--- config.mk ---
export PLATFORM = sky130hd
export DESIGN_NAME = pulse_stretcher
export DESIGN_NICKNAME = d
export VERILOG_FILES = /design/src/rtl/pulse_pkg.sv /design/src/rtl/pulse_down_counter.sv /design/src/rtl/pulse_stretcher.sv
export SDC_FILE = /design/constraint.sdc
export NUM_CORES = 1
export LEC_CHECK = 0
export ABC_AREA = 1
export BUFFER_PORTS_ARGS = -buffer_cell sky130_fd_sc_hd__clkbuf_2
export CORE_MARGIN = 2
export CORE_UTILIZATION = 50
export CTS_BUF_LIST = sky130_fd_sc_hd__clkbuf_16
export DETAILED_ROUTE_END_ITERATION = 7
export GPL_TIMING_DRIVEN = 0
export PLACE_DENSITY = 0.82
export SLEW_MARGIN = 40
export SYNTH_ARGS = -nofsm -noshare
export SYNTH_HDL_FRONTEND = slang
export SYNTH_SLANG_ARGS = --single-unit
export TNS_END_PERCENT = 20
--- constraint.sdc ---
create_clock -name i_clk -period 1.9 [get_ports i_clk]
set_clock_uncertainty 0.1 [all_clocks]
set_input_delay 0.19 -clock i_clk [delete_from_list [all_inputs] [get_ports i_clk]]
set_output_delay 0.19 -clock i_clk [all_outputs]
set_load 0.02 [all_outputs]
--- src/rtl/pulse_pkg.sv ---
`default_nettype none
// ============================================================================
//  Module      : pulse_pkg
//  Description : Shared types and helpers for the pulse stretcher: state
//                encoding, default counter width and the zero-width clamp.
//  Revision    : 1.0  initial release
// ============================================================================
package pulse_pkg;

  // Default width of the delay/width counters and their programming inputs.
  localparam int DEFAULT_CNT_W = 16;

  // Controller states; encodings are fixed so status can be decoded externally.
  typedef enum logic [1:0] {
    ST_IDLE   = 2'd0,
    ST_DELAY  = 2'd1,
    ST_ACTIVE = 2'd2
  } state_e;

  // A programmed width of zero still produces a one-cycle pulse.
  function automatic logic [63:0] at_least_one(input logic [63:0] w);
    return (w == 64'd0) ? 64'd1 : w;
  endfunction

endpackage : pulse_pkg
`default_nettype wire

--- src/rtl/pulse_down_counter.sv ---
`default_nettype none
// ============================================================================
//  Module      : pulse_down_counter
//  Description : Loadable CNT_W-bit down-counter. Load has priority over
//                decrement; the count saturates at zero so it never wraps.
//                o_terminal flags a count of exactly one, i.e. the last cycle
//                of the interval being timed.
//  Revision    : 1.0  initial release
// ============================================================================
module pulse_down_counter
  import pulse_pkg::*;
#(
  parameter int CNT_W = DEFAULT_CNT_W
) (
  input  logic             i_clk,
  input  logic             i_reset,
  input  logic             i_load,
  input  logic [CNT_W-1:0] i_load_val,
  input  logic             i_dec,
  output logic             o_terminal
);

  localparam logic [CNT_W-1:0] C_ONE = CNT_W'(1);

  logic [CNT_W-1:0] count_q;
  logic [CNT_W-1:0] count_d;

  // Next count: a load wins, otherwise step down without passing zero.
  always_comb begin
    count_d = count_q;
    if (i_load) begin
      count_d = i_load_val;
    end else if (i_dec && (count_q != '0)) begin
      count_d = count_q - C_ONE;
    end
  end

  // Count register with synchronous clear.
  always_ff @(posedge i_clk) begin
    if (i_reset) begin
      count_q <= '0;
    end else begin
      count_q <= count_d;
    end
  end

  assign o_terminal = (count_q == C_ONE);

endmodule : pulse_down_counter
`default_nettype wire

--- src/rtl/pulse_stretcher.sv ---
`default_nettype none
// ============================================================================
//  Module      : pulse_stretcher
//  Description : Turns a single-cycle trigger into a registered level pulse of
//                programmable width, optionally after a programmable delay.
//                Reports busy and flags triggers ignored while busy.
//                Optional build macro RETRIGGER_EN: a trigger while the pulse
//                is high restarts the width count instead of being dropped.
//  Revision    : 1.0  initial release
// ============================================================================
module pulse_stretcher
  import pulse_pkg::*;
#(
  parameter int CNT_W = DEFAULT_CNT_W
) (
  input  logic             i_clk,
  input  logic             i_reset,
  input  logic             i_enable,
  input  logic             i_trig,
  input  logic [CNT_W-1:0] i_delay,
  input  logic [CNT_W-1:0] i_width,
  output logic             o_pulse,
  output logic             o_busy,
  output logic             o_dropped
);

  state_e state_q;
  state_e state_d;
  logic   pulse_q;
  logic   pulse_d;
  logic   busy_q;
  logic   busy_d;
  logic   dropped_q;
  logic   dropped_d;

  logic             w_accept;
  logic             w_reload;
  logic             w_delay_term;
  logic             w_width_term;
  logic             w_width_load;
  logic             w_delay_dec;
  logic             w_width_dec;
  logic [CNT_W-1:0] w_width_eff;

  // Width actually loaded: zero is promoted to one.
  assign w_width_eff = CNT_W'(at_least_one(64'(i_width)));

  // The width counter is loaded on acceptance and (optionally) on retrigger;
  // it only counts while the pulse is high, so it holds through DELAY.
  assign w_width_load = w_accept | w_reload;
  assign w_delay_dec  = (state_q == ST_DELAY);
  assign w_width_dec  = (state_q == ST_ACTIVE) && !w_reload;

  pulse_down_counter #(
    .CNT_W (CNT_W)
  ) u_delay_cnt (
    .i_clk      (i_clk),
    .i_reset    (i_reset),
    .i_load     (w_accept),
    .i_load_val (i_delay),
    .i_dec      (w_delay_dec),
    .o_terminal (w_delay_term)
  );

  pulse_down_counter #(
    .CNT_W (CNT_W)
  ) u_width_cnt (
    .i_clk      (i_clk),
    .i_reset    (i_reset),
    .i_load     (w_width_load),
    .i_load_val (w_width_eff),
    .i_dec      (w_width_dec),
    .o_terminal (w_width_term)
  );

  // Next-state logic; the registered outputs are decoded from the next state
  // so they change on the same edge as the state register.
  always_comb begin
    state_d   = state_q;
    w_accept  = 1'b0;
    w_reload  = 1'b0;
    dropped_d = 1'b0;

    if (!i_enable) begin
      // Disabled: abort whatever is in flight; triggers vanish silently.
      state_d = ST_IDLE;
    end else begin
      case (state_q)
        ST_IDLE: begin
          if (i_trig) begin
            w_accept = 1'b1;
            state_d  = (i_delay == '0) ? ST_ACTIVE : ST_DELAY;
          end
        end

        ST_DELAY: begin
          if (i_trig) begin
            dropped_d = 1'b1;
          end
          if (w_delay_term) begin
            state_d = ST_ACTIVE;
          end
        end

        ST_ACTIVE: begin
`ifdef RETRIGGER_EN
          if (i_trig) begin
            // Restart the width count; the pulse stays high without a gap.
            w_reload = 1'b1;
          end else if (w_width_term) begin
            state_d = ST_IDLE;
          end
`else
          if (i_trig) begin
            dropped_d = 1'b1;
          end
          if (w_width_term) begin
            state_d = ST_IDLE;
          end
`endif
        end

        default: begin
          state_d = ST_IDLE;
        end
      endcase
    end

    pulse_d = (state_d == ST_ACTIVE);
    busy_d  = (state_d != ST_IDLE);
  end

  // State and status registers; reset ends any pulse immediately.
  always_ff @(posedge i_clk) begin
    if (i_reset) begin
      state_q   <= ST_IDLE;
      pulse_q   <= 1'b0;
      busy_q    <= 1'b0;
      dropped_q <= 1'b0;
    end else begin
      state_q   <= state_d;
      pulse_q   <= pulse_d;
      busy_q    <= busy_d;
      dropped_q <= dropped_d;
    end
  end

  assign o_pulse   = pulse_q;
  assign o_busy    = busy_q;
  assign o_dropped = dropped_q;

endmodule : pulse_stretcher
`default_nettype wire

* Word-level counts from Yosys, hierarchy flattened *
Index checks and enable logic that the tools add are counted.

cells by class
  add/sub/neg operators = 2
  equality and inequality tests = 5
  mux-type cells = 14
  bitwise gates (word level) = 2
  reduce and logical (&&, ||, !) cells = 12

operators by type and width
  cell                     count
  $mux W16                 5
  $eq A16 B1 Y1 const B    2
  $logic_not A16 Y1        2
  $reduce_bool A16 Y1      2
  $sub A16 B1 Y16 const B  2
  $mux W2                  5
  $pmux W2 S3              1
  $reduce_bool A2 Y1       3
  $eq A2 B2 Y1 const B     2
  $mux W1                  3
  $reduce_or A3 Y1         1
  $eq A2 B1 Y1 const B     1
  $logic_and A1 B1 Y1      2
  $logic_not A2 Y1         1
  $not A1 Y1               2
  $reduce_or A2 Y1         1

storage, ports and cells
  flip-flop bits (word level) = 37
  bits of input ports = 36
  logic and storage cells = 41

* Depth between registers and ports, before layout *
Gate-level depths: netlist (run 1).

  depth after elaboration = 6
  gate-level depth with buffers = 12
  gate-level depth less buffers = 11

* By module *
From an unflattened synthesis (run 1), not the netlist that was laid out.

second synthesis, totals
  cell total of the unflattened synthesis = 503
  area total of the unflattened synthesis = 2980.4 um^2

modules (own cells, without submodules)
  module              instances  cells each  area an instance (um^2)  sequential area each (um^2)
  pulse_down_counter  2          213         1267.5                   320.3
  pulse_stretcher     1          77          445.4                    100.1

* Worst setup path after synthesis (run 1) *
Ideal clock, no wire load.

  path type = flip-flop to flip-flop
  start point = register state_q[1]
  end point = register u_width_cnt.count_q[12]
  setup time = 132 ps
  data arrival time = 1349 ps
  data required time = 1668 ps
  slack = 319 ps
  cell stages (with the launch flop) = 8
  path through = dfxtp_1 inv_1 ha_1 nand3_4 clkbuf_1 nand2_1 o21ai_1 a21oi_2

between the ends
  longest elaborated chain between the ends = 4
  elaborated cells on any way between the ends = 7
  those cells by class = eq/ne (1); mux (3); reduce/logical (3)

ends and longest elaborated chain
  what                                                   RTL line                  RTL
  start: declaration                                     pulse_stretcher.sv:27     state_e state_q;
  start signal: assignment                               pulse_stretcher.sv:141    state_q <= state_d;
  $logic_not A2 Y1                                       pulse_stretcher.sv:88     case (state_q)
  $mux W1                                                pulse_stretcher.sv:88
  $mux W1                                                pulse_stretcher.sv:84     if (!i_enable) begin
  $mux W16 / $reduce_bool A2 Y1 (equally long branches)  --
  end signal: assignment                                 pulse_down_counter.sv:43  count_q <= count_d;
  end: declaration                                       pulse_down_counter.sv:25  logic [CNT_W-1:0] count_q;

Several ways; a longest one is shown, not always the timed one.
A chain may end at the register's enable or synchronous reset.

* Worst setup path after layout (run 1) *
  start point = register state_q[1]
  end point = register u_width_cnt.count_q[6]

Same word-level chain as after synthesis.

==> results of run 1 <==
-- final timing paths --
kind	end	slack [ns]	depth (start not counted)
min	o_dropped	0.1	3
max reg2reg	u_width_cnt.count_q[6]	0.13	8
max	u_width_cnt.count_q[6]	0.13	8
min reg2reg	u_delay_cnt.count_q[1]	0.40	2
-- report_power, final --
group	internal [uW]	switching [uW]	leakage [uW]
Combinational	335	566	0.00121
Clock	475	332	0.0000687
Sequential	845	79.6	0.000304
-- routing by layer --
metal | vias up | wire length, um | GRT usage
met1 | 1370 | 3111 | 0.2999
met4 | 0 | 115 | 0.08772
met5 | - | 0 | 0
li1 | 1518 | - | -
met2 | 113 | 3699 | 0.4650
met3 | 10 | 520 | 0.04253
-- critical path, delay by kind of cell (launching register included) --
family                   cells  cell delay [ns]
adder cells (fa/ha/maj)      1             0.24
AND/OR/NAND/NOR              3             0.33
AO/OA/AOI/OAI                1             0.13
buffers and inverters        3             0.52
flip-flops                   1             0.35
-- cell type report --
type	count	area share
Clock buffer	5	0.03896
Timing Repair Buffer	37	0.05765
Buffer	12	0.02493
Clock inverter	3	0.003896
Inverter	45	0.05649
Tap cell	72	0.02805
Multi-Input combinational cell	352	0.5594
Sequential cell	37	0.2306
-- flip-flops by register name (all words and copies together) (netlist names) --
register	flops
o_busy	1
u_delay_cnt.count_q	16
o_pulse	1
o_dropped	1
state_q	2
u_width_cnt.count_q	16
-- cells by family after synthesis --
kind of cell / synth area share
adder cells (fa/ha/maj): 0.04496
AND/OR/NAND/NOR: 0.4303
XOR/XNOR: 0.02203
buffers and inverters: 0.09083
AO/OA/AOI/OAI: 0.1457
flip-flops: 0.2662
-- cell usage in the layout, fill, tap and decap left out, drive strengths merged, types with 4 or more instances in the layout --
cell and count:
nand2 112, nor2 94, clkbuf 48, inv 44, nand3 42, dfxtp 37
o21ai 31, a21oi 29, ha 10, xor2 6, nor3 6, buf 6
o21bai 5, clkinv 4
-- through the flow --
step	total power, uW	setup WS (ns)	util	instances
after global routing	2807	0.001739	0.5905	563
after detailed placement	1814	-0.07067	0.5622	555
after floorplan	1605	0.3191	-	446
after CTS	2623	0.003202	0.5880	563
after global placement	1791	-0.02260	0.5622	555
final	2632	0.1268	0.5905	563
-- repair_timing --
item | in CTS | in global routing
setup buffers | 0 | 0
endpoints found under the setup margin | 16 | 13
gates cloned | 0 | 0
gates resized for setup | 2 | 7
pin swaps | 0 | 1
==> out/qor.csv, run 1 <==
stage,metric,value,unit
final_layout,seq_area,740.7,um2
global_routing,grt_pass1_wl,12580,um
sta,setup_viol,0,
drt,detail-route-antenna-nets,0,
yosys,yosysTopAreaCellShare,0.2662,
final_layout,syn2layout_area_growth,15.42,%
die,dieWidth,78.60,um
sta,setup_tns,0,ns
final_layout,fillers,534,
worst_setup_path,worst_ep_required_time,1.98,ns
worst_setup_path,path_max_fanout,10,
sta,final.period_utilization,0.9333,
worst_setup_path,critPathMaxStageDelay,0.35,ns
sta,tightest_slew,0.5307,ns
run,cap_violations,0,
global_routing,grt_usage,0.2552,
yosys,yosys.area.top_type,dfxtp_1,
worst_setup_path,cpMostUsedCell,nor2_1,
yosys,netlist_instances,446,
yosys,ys_seq_area_frac,0.2662,
die,rows,27,
yosys,synth_edf_count,0,
power,vdd_drop_max,0.0003935,V
worst_setup_path,critPathCaptureType,flip-flop,
drt,dr.first_iter.drc_count,219,
yosys,synth_area_per_cell,6.239,um2
clock_tree,cts_buffers,5,
hold_path,hp-start,i_enable,
worst_setup_path,path_class,reg -> reg,
placed_design,dpl.hpwl,5551,um
sta,period_needed,1.773,ns
drt,routed_wl,7446,um
sta,slew_headroom,0.6462,
yosys,yosys_warnings,0,
drt,drc,0,
power,power_leakage,0.001578,uW
clock_tree,cts-htree-levels,2,
worst_setup_path,cp-start-kind,flip-flop,
sta,maxSlewViolCount,0,
die,die_y,78.60,um
sta,hold_ws,0.09573,ns
yosys,netlist_area,2783,um2
drt,vias,3011,
clock_tree,path_clk_slew,0.06,ns
clock_tree,clk_latency,0.28,ns
final_layout,multiInputGateArea,1797,um2
global_routing,antenna_found_initial,0,
yosys,async_flop_share,0,
power,powerDensity,819.5,nW/um2
clock_tree,cts_root_buffer,clkbuf_16,
global_routing,grt_max_degree,12,
clock_tree,cts_tree,yes,
sta,fmax,564.0,MHz
yosys,synthesis.nets,492,
die,initial_utilization,0.5116,
final_layout,finalInstanceArea,3212,um2
worst_setup_path,crit_slowest_cell,dfxtp_1,
final_layout,drive_gt1_frac,0.1772,
drt,drt_pass1_iterations,5,
final_layout,nets,536,
run_status,status,"finished, final reports clean",
yosys,yosysMostFrequentCell,nand2_1,
sta,grt_setup_unrepaired,false,
yosys,synth_area_leaders,"dfxtp_1 (27%), nand2_1 (14%), nor2_1 (11%)",
die,coreArea,5439,um2
placed_design,dpl_cell_area,3058,um2
clock_tree,clockBufferDepth,2,
placed_design,portBuffers,37,
placed_design,gp_congestion,0.9618,
hold_path,hold_class,in -> reg,
worst_setup_path,worstPathCellList,inv_1 -> ha_1 -> nand3_4 -> inv_2 -> buf_2 -> o21ai_0 -> nor2_1 -> nor2_1,
drt,viasPerCell,5.348,
worst_setup_path,r2r-start,state_q[1],
sta,hold_violations,0,
final_layout,diodes,0,
die,die_area,6178,um2
clock_tree,postCtsHoldBufs,0,
global_routing,grt_pass1_vias,2789,
worst_setup_path,startpoint,state_q[1],
global_routing,gr-total-overflow,0,
worst_setup_path,arrival,1.85,ns
yosys,synth_cell_types,35,
drt,wl_per_cell,13.23,um
yosys,synth_seq_cells,37,
yosys,synth-main-ff-cell,dfxtp_1,
die,ios,39,
clock_tree,cts_sinks,37,
yosys,synth_commonest_cells,"nand2_1 (103), nor2_1 (82), inv_1 (42)",
Power figures use the tool's default switching activity.
==> run 2: changes to the inputs <==
--- a/config.mk
+++ b/config.mk
@@ -8,11 +8,11 @@
 export ABC_AREA = 1
 export BUFFER_PORTS_ARGS = -buffer_cell sky130_fd_sc_hd__clkbuf_2
 export CORE_MARGIN = 2
-export CORE_UTILIZATION = 50
+export CORE_UTILIZATION = 58
 export CTS_BUF_LIST = sky130_fd_sc_hd__clkbuf_16
 export DETAILED_ROUTE_END_ITERATION = 7
 export GPL_TIMING_DRIVEN = 0
-export PLACE_DENSITY = 0.82
+export PLACE_DENSITY = 0.92
 export SLEW_MARGIN = 40
 export SYNTH_ARGS = -nofsm -noshare
 export SYNTH_HDL_FRONTEND = slang
==> out/qor.csv, run 2 (synthesized netlist as in run 1, its figures left out) <==
stage,metric,value,unit,change
drt,wl_per_cell,13.93,um,+5.4%
drt,drt_pass1_iterations,5,,unchanged
power,p_seq_frac,0.354,,+0.003
power,vdd_drop_max,0.0004614,V,+17%
global_routing,grt_pass1_vias,2850,,+2.2%
clock_tree,cts-htree-levels,2,,unchanged
clock_tree,clk_latency,0.28,ns,about the same
final_layout,seq_area,743.2,um2,+0.34%
clock_tree,cts_resized,3,,+1
placed_design,portBuffers,37,,unchanged
clock_tree,cts_sinks,37,,unchanged
power,clkPwrFrac,0.298,,-0.009
sta,period_needed,1.774,ns,+0.001169 ns
clock_tree,clockBufferDepth,2,,unchanged
global_routing,grt_pass1_wl,12560,um,-0.11%
clock_tree,cts_buffers,5,,unchanged
power,powerDensity,820.6,nW/um2,+0.13%
die,dieWidth,73.27,um,-6.8%
sta,slew_headroom,0.6440,,-0.002170
placed_design,dpl_cell_area,3035,um2,-0.74%
die,initial_utilization,0.5970,,+0.08543
worst_setup_path,path_class,reg -> reg,,
placed_design,gp_congestion,0.9566,,-0.54%
power,switching_share,0.3701,,-0.001225
power,power_leakage,0.001583,uW,+0.28%
global_routing,antenna_found_initial,0,,unchanged
drt,detail-route-antenna-nets,0,,unchanged
worst_setup_path,arrival,1.84,ns,about the same
final_layout,final_cell_mix,"nand2_1 (103), nor2_1 (82), inv_1 (43), nand3_1 (41), clkbuf_2 (39)",,
power,p_int,1651,uW,-0.22%
clock_tree,cts_tree,yes,,
worst_setup_path,critPathCaptureType,flip-flop,,
drt,drc,0,,unchanged
die,die_y,73.27,um,-6.8%
worst_setup_path,path_max_fanout,10,,unchanged
sta,setup_viol,0,,unchanged
final_layout,fillers,380,,-29%
drt,dr.first_iter.drc_count,334,,+53%
power,p_sw,970.2,uW,-0.74%
sta,final.period_utilization,0.9339,,about the same
drt,vias,3105,,+3.1%
die,die_area,5368,um2,-13%
drt,viasPerCell,5.708,,+6.7%
worst_setup_path,r2r_setup_slack,0.13,ns,about the same
sta,hold_violations,0,,unchanged
final_layout,reg_top3,"u_delay_cnt.count_q (16), u_width_cnt.count_q (16), state_q (2)",,
run,cap_violations,0,,unchanged
final_layout,drive_gt1_frac,0.1816,,+0.004443
final_layout,nets,536,,unchanged
placed_design,dpl.hpwl,5434,um,-2.1%
die,rows,25,,-7.4%
final_layout,final_util,0.6854,,+0.09485
die,ios,39,,unchanged
worst_setup_path,worst_ep_required_time,1.96,ns,-0.02 ns
global_routing,grt_max_degree,11,,-1
run_status,status,"finished, final reports clean",,
clock_tree,cts_root_buffer,clkbuf_16,,
sta,maxSlewViolCount,0,,unchanged
clock_tree,path_clk_slew,0.06,ns,about the same
die,coreArea,4661,um2,-14%
drt,routed_wl,7580,um,+1.8%
clock_tree,postCtsHoldBufs,0,,unchanged
sta,tightest_slew,0.5340,ns,+0.003255 ns
worst_setup_path,cp-start-kind,flip-flop,,
final_layout,diodes,0,,unchanged
power,p_comb_frac,0.348,,+0.006
final_layout,syn2layout_area_growth,14.79,%,
final_layout,finalInstanceArea,3194,um2,-0.55%
final_layout,multiInputGateArea,1802,um2,+0.28%
final_layout,final_common_cell,nand2_1,,
sta,fmax,563.6,MHz,about the same
sta,grt_setup_unrepaired,false,,
global_routing,grt_usage,0.2988,,+0.04360
hold_path,hold_class,in -> reg,,
clock_tree,post_cts_buffers,0,,unchanged
global_routing,gr-total-overflow,0,,unchanged
## run 2: cell count changes in the layout (fill, tap and decap cells not counted), sizes merged
cell,change
inv,+1
clkinv,-2
buf,-1
clkbuf,+1
## run 2: power groups by stage
| stage | clock [uW] | sequential, uW | combinational, uW |
|---|---|---|---|
| finish | 780 | 928 | 913 |
| global route | 818 | 938 | 1020 |
| CTS | 780 | 923 | 886 |
| detailed placement | 0 | 938 | 873 |
| global placement | 0 | 935 | 846 |
| floorplan | 0 | 923 | 682 |
## run 2: worst paths after layout
check                         start                      to  cells past startpoint
max          u_delay_cnt.count_q[8]  u_delay_cnt.count_q[1]                      9
min                        i_enable               o_dropped                      3
max reg2reg  u_delay_cnt.count_q[8]  u_delay_cnt.count_q[1]                      9
min reg2reg  u_width_cnt.count_q[0]  u_width_cnt.count_q[0]                      2
## run 2: metrics by stage
step / TNS (ns) / setup slack [ns] / power [uW] / hold WS (ns) / instances
after floorplan: 0 / 0.3191 / 1605 / 0.2092 / 446
after global placement: -0.04815 / -0.02635 / 1781 / 0.3772 / 537
after detailed placement: -0.3953 / -0.1022 / 1811 / 0.3812 / 537
after CTS: 0 / 0.07355 / 2588 / 0.09234 / 544
after global routing: 0 / 0.02215 / 2777 / 0.1040 / 544
final: 0 / 0.1256 / 2621 / 0.08977 / 544
## run 2: cell type report
cell class,instances,share of cell area
timing repair buffer,37,0.05797
inverter,45,0.05680
multi-input combinational,352,0.5640
clock inverter,2,0.002350
clock buffer,5,0.03917
sequential,37,0.2327
buffer,12,0.02585
tap,54,0.02115
## run 2: critical path: stages, from the launching register on
cell	delay [ns]
dfxtp_1	0.35
nor2_2	0.21
nand2_1	0.10
nor2_1	0.17
nand2_1	0.12
nand2_4	0.15
nand2_4	0.10
buf_6	0.16
nor2_1	0.12
nor3b_2	0.07
## run 2: metal layers
metal	vias to the layer above	share of wire	global-route usage
met5	-	0	0
met4	0	0.027	0.1523
met3	23	0.085	0.05487
met2	166	0.49	0.5165
met1	1398	0.40	0.3506
li1	1518	-	-
==> run 3: changes to the inputs <==
--- a/config.mk
+++ b/config.mk
@@ -8,7 +8,7 @@
 export ABC_AREA = 1
 export BUFFER_PORTS_ARGS = -buffer_cell sky130_fd_sc_hd__clkbuf_2
 export CORE_MARGIN = 2
-export CORE_UTILIZATION = 58
+export CORE_UTILIZATION = 59
 export CTS_BUF_LIST = sky130_fd_sc_hd__clkbuf_16
 export DETAILED_ROUTE_END_ITERATION = 7
 export GPL_TIMING_DRIVEN = 0
@@ -16,5 +16,6 @@
 export SLEW_MARGIN = 40
 export SYNTH_ARGS = -nofsm -noshare
 export SYNTH_HDL_FRONTEND = slang
+export SYNTH_HIERARCHICAL = 1
 export SYNTH_SLANG_ARGS = --single-unit
 export TNS_END_PERCENT = 20
==> out/qor.csv, run 3 <==
stage,metric,value,unit,change
yosys,synth_area_leaders,"dfxtp_1 (25%), nand2_1 (19%), nor2_1 (9.6%)",,
sta,grt_setup_unrepaired,true,,
run,cap_violations,0,,unchanged
final_layout,nets,597,,+11%
die,die_area,5636,um2,+5.0%
clock_tree,clk_latency,0.29,ns,about the same
clock_tree,cts-htree-levels,2,,unchanged
die,die_y,75.08,um,+2.5%
power,vdd_drop_max,0.0005504,V,+19%
global_routing,antenna_found_initial,0,,unchanged
worst_setup_path,r2r_setup_slack,0.11,ns,about the same
drt,drc,0,,unchanged
final_layout,drive_gt1_frac,0.1823,,+0.0006778
global_routing,grt_pass1_wl,13010,um,+3.6%
sta,tightest_slew,0.6183,ns,+0.08434 ns
worst_setup_path,cp-start-kind,flip-flop,,
final_layout,final_util,0.7276,,+0.04221
drt,detail-route-antenna-nets,0,,unchanged
die,coreArea,4786,um2,+2.7%
clock_tree,postCtsHoldBufs,0,,unchanged
drt,dr.first_iter.drc_count,399,,+19%
sta,hold_violations,0,,unchanged
final_layout,syn2layout_area_growth,16.83,%,
hold_path,hold_class,in -> reg,,
sta,final.period_utilization,0.9396,,+0.005729
final_layout,fillers,373,,-1.8%
clock_tree,cts_buffers,5,,unchanged
yosys,yosys_warnings,6,,+6
drt,vias,3401,,+9.5%
final_layout,reg_top3,"u_delay_cnt/count_q (16), u_width_cnt/count_q (16), state_q (2)",,
worst_setup_path,critPathCaptureType,flip-flop,,
sta,maxSlewViolCount,0,,unchanged
clock_tree,cts_sinks,37,,unchanged
power,powerDensity,826.6,nW/um2,+0.73%
worst_setup_path,r2r-start,state_q[0],,
global_routing,gr-total-overflow,0,,unchanged
worst_setup_path,startpoint,state_q[0],,
sta,slew_headroom,0.5840,,-0.06003
drt,wl_met3,822,um,+27%
placed_design,dpl.hpwl,5768,um,+6.1%
drt,viasPerCell,5.477,,-4.0%
global_routing,grt_usage,0.2983,,-0.0005426
drt,wl_met2,3590,um,-3.1%
clock_tree,cts_tree,yes,,
drt,routed_wl,8135,um,+7.3%
yosys,synth_seq_cells,37,,unchanged
power,power,2878,uW,+9.8%
yosys,synth_edf_count,0,,unchanged
drt,wl_per_cell,13.10,um,-6.0%
global_routing,grt_pass1_vias,2882,,+1.1%
yosys,netlist_instances,503,,+13%
final_layout,instances_no_fill,621,,+14%
placed_design,place_inst,608,,+13%
yosys,synthesis.nets,547,,+11%
drt,top_layer_used,met4,,
yosys,netlist_area,2980,um2,+7.1%
yosys,synth_area_per_cell,5.925,um2,-5.0%
final_layout,final_cell_mix,"nand2_1 (148), nor2_1 (75), inv_1 (51), nand3_1 (48), clkbuf_2 (40)",,
sta,fmax,560.1,MHz,-0.61%
sta,setup_tns,0,ns,unchanged
die,initial_utilization,0.6227,,+0.02570
yosys,yosysTopAreaCellShare,0.2485,,-0.01766
yosys,yosysMostFrequentCell,nand2_1,,
yosys,synth_commonest_cells,"nand2_1 (148), nor2_1 (76), inv_1 (52)",,
yosys,async_flop_share,0,,unchanged
clock_tree,path_clk_slew,0.06,ns,about the same
yosys,ys_seq_area_frac,0.2485,,-0.01766
sta,period_needed,1.785,ns,+0.01088 ns
global_routing,grt_max_degree,12,,+1
yosys,synth-main-ff-cell,dfxtp_1,,
placed_design,portBuffers,38,,+2.7%
drt,wl_met1,3618,um,+20%
placed_design,gp_congestion,0.9332,,-2.4%
final_layout,final_common_cell,nand2_1,,
die,dieWidth,75.08,um,+2.5%
worst_setup_path,arrival,1.87,ns,+0.03 ns
sta,setup_viol,0,,unchanged
die,rows,25,,unchanged
drt,drt_pass1_iterations,5,,unchanged
yosys,yosys.area.top_type,dfxtp_1,,
power,power_leakage,0.001764,uW,+11%
final_layout,diodes,0,,unchanged
yosys,synth_cell_types,26,,-26%
clock_tree,cts_root_buffer,clkbuf_16,,
worst_setup_path,path_class,reg -> reg,,
clock_tree,clockBufferDepth,2,,unchanged
hold_path,hp-start,i_enable,,
die,ios,39,,unchanged
run_status,status,"finished, final reports clean",,
worst_setup_path,worst_ep_required_time,1.98,ns,+0.02 ns
worst_setup_path,path_max_fanout,10,,unchanged
## run 3: through the flow
step	hold slack [ns]	setup slack [ns]	instance area [um2]
6_report	0.04171	0.1148	3482
2_1_floorplan	0.1623	0.2246	2980
4_1_cts	0.04836	0.01758	3408
3_5_place_dp	0.3415	-0.1185	3254
3_3_place_gp	0.3408	-0.06944	3254
5_1_grt	0.07570	-0.02980	3482
## run 3: path summary, 6_finish.rpt
kind         depth (start not counted)                      end
max                                 11  u_delay_cnt/count_q[12]
min                                  3                o_dropped
max reg2reg                         11  u_delay_cnt/count_q[12]
min reg2reg                          2   u_width_cnt/count_q[0]
## run 3: kinds of logic (layout without fill, tap and decap cells)
kind of cell,count (synthesis),count (layout),synth area share
buffers and inverters,82,133,0.1150
XOR/XNOR,2,2,0.005878
flip-flops,37,37,0.2485
adder cells (fa/ha/maj),8,8,0.03359
AND/OR/NAND/NOR,324,324,0.5088
AO/OA/AOI/OAI,50,50,0.08816
## run 3: final cells by class
cell class | instances | area (um2) | share of cell area
Sequential cell | 37 | 743.2 | 0.2134
Buffer | 29 | 168.9 | 0.04851
Multi-Input combinational cell | 384 | 1924 | 0.5526
Clock inverter | 3 | 12.51 | 0.003593
Inverter | 53 | 198.9 | 0.05713
Clock buffer | 5 | 125.1 | 0.03593
Tap cell | 67 | 83.83 | 0.02407
Timing Repair Buffer | 43 | 225.2 | 0.06468
## run 3: worst max-delay path, stage by stage, from the launching register on
cell and delay, ns:
dfxtp_2 0.34, inv_1 0.09, ha_2 0.20, nand2_1 0.07
nor2_2 0.11, buf_6 0.16, inv_1 0.08, clkbuf_2 0.22
nand3_1 0.13, nand3_1 0.08, nand2_1 0.06, inv_1 0.04
## run 3: power breakdown
part / switching (uW) / internal, uW
combinational: 718 / 416
sequential: 86.6 / 842
clock: 341 / 475
## run 3: timing repair
item | CTS | global route
gates resized for setup | 8 | 18
setup buffers | 0 | 4
cloned | 0 | 1
endpoints found under the setup margin | 27 | 35
## run 3: metal layers
layer  vias up  GRT usage
li1       1681          -
met2       190     0.4610
met4         0    0.07540
met5         -          0
met3        11    0.05622
met1      1519     0.4274
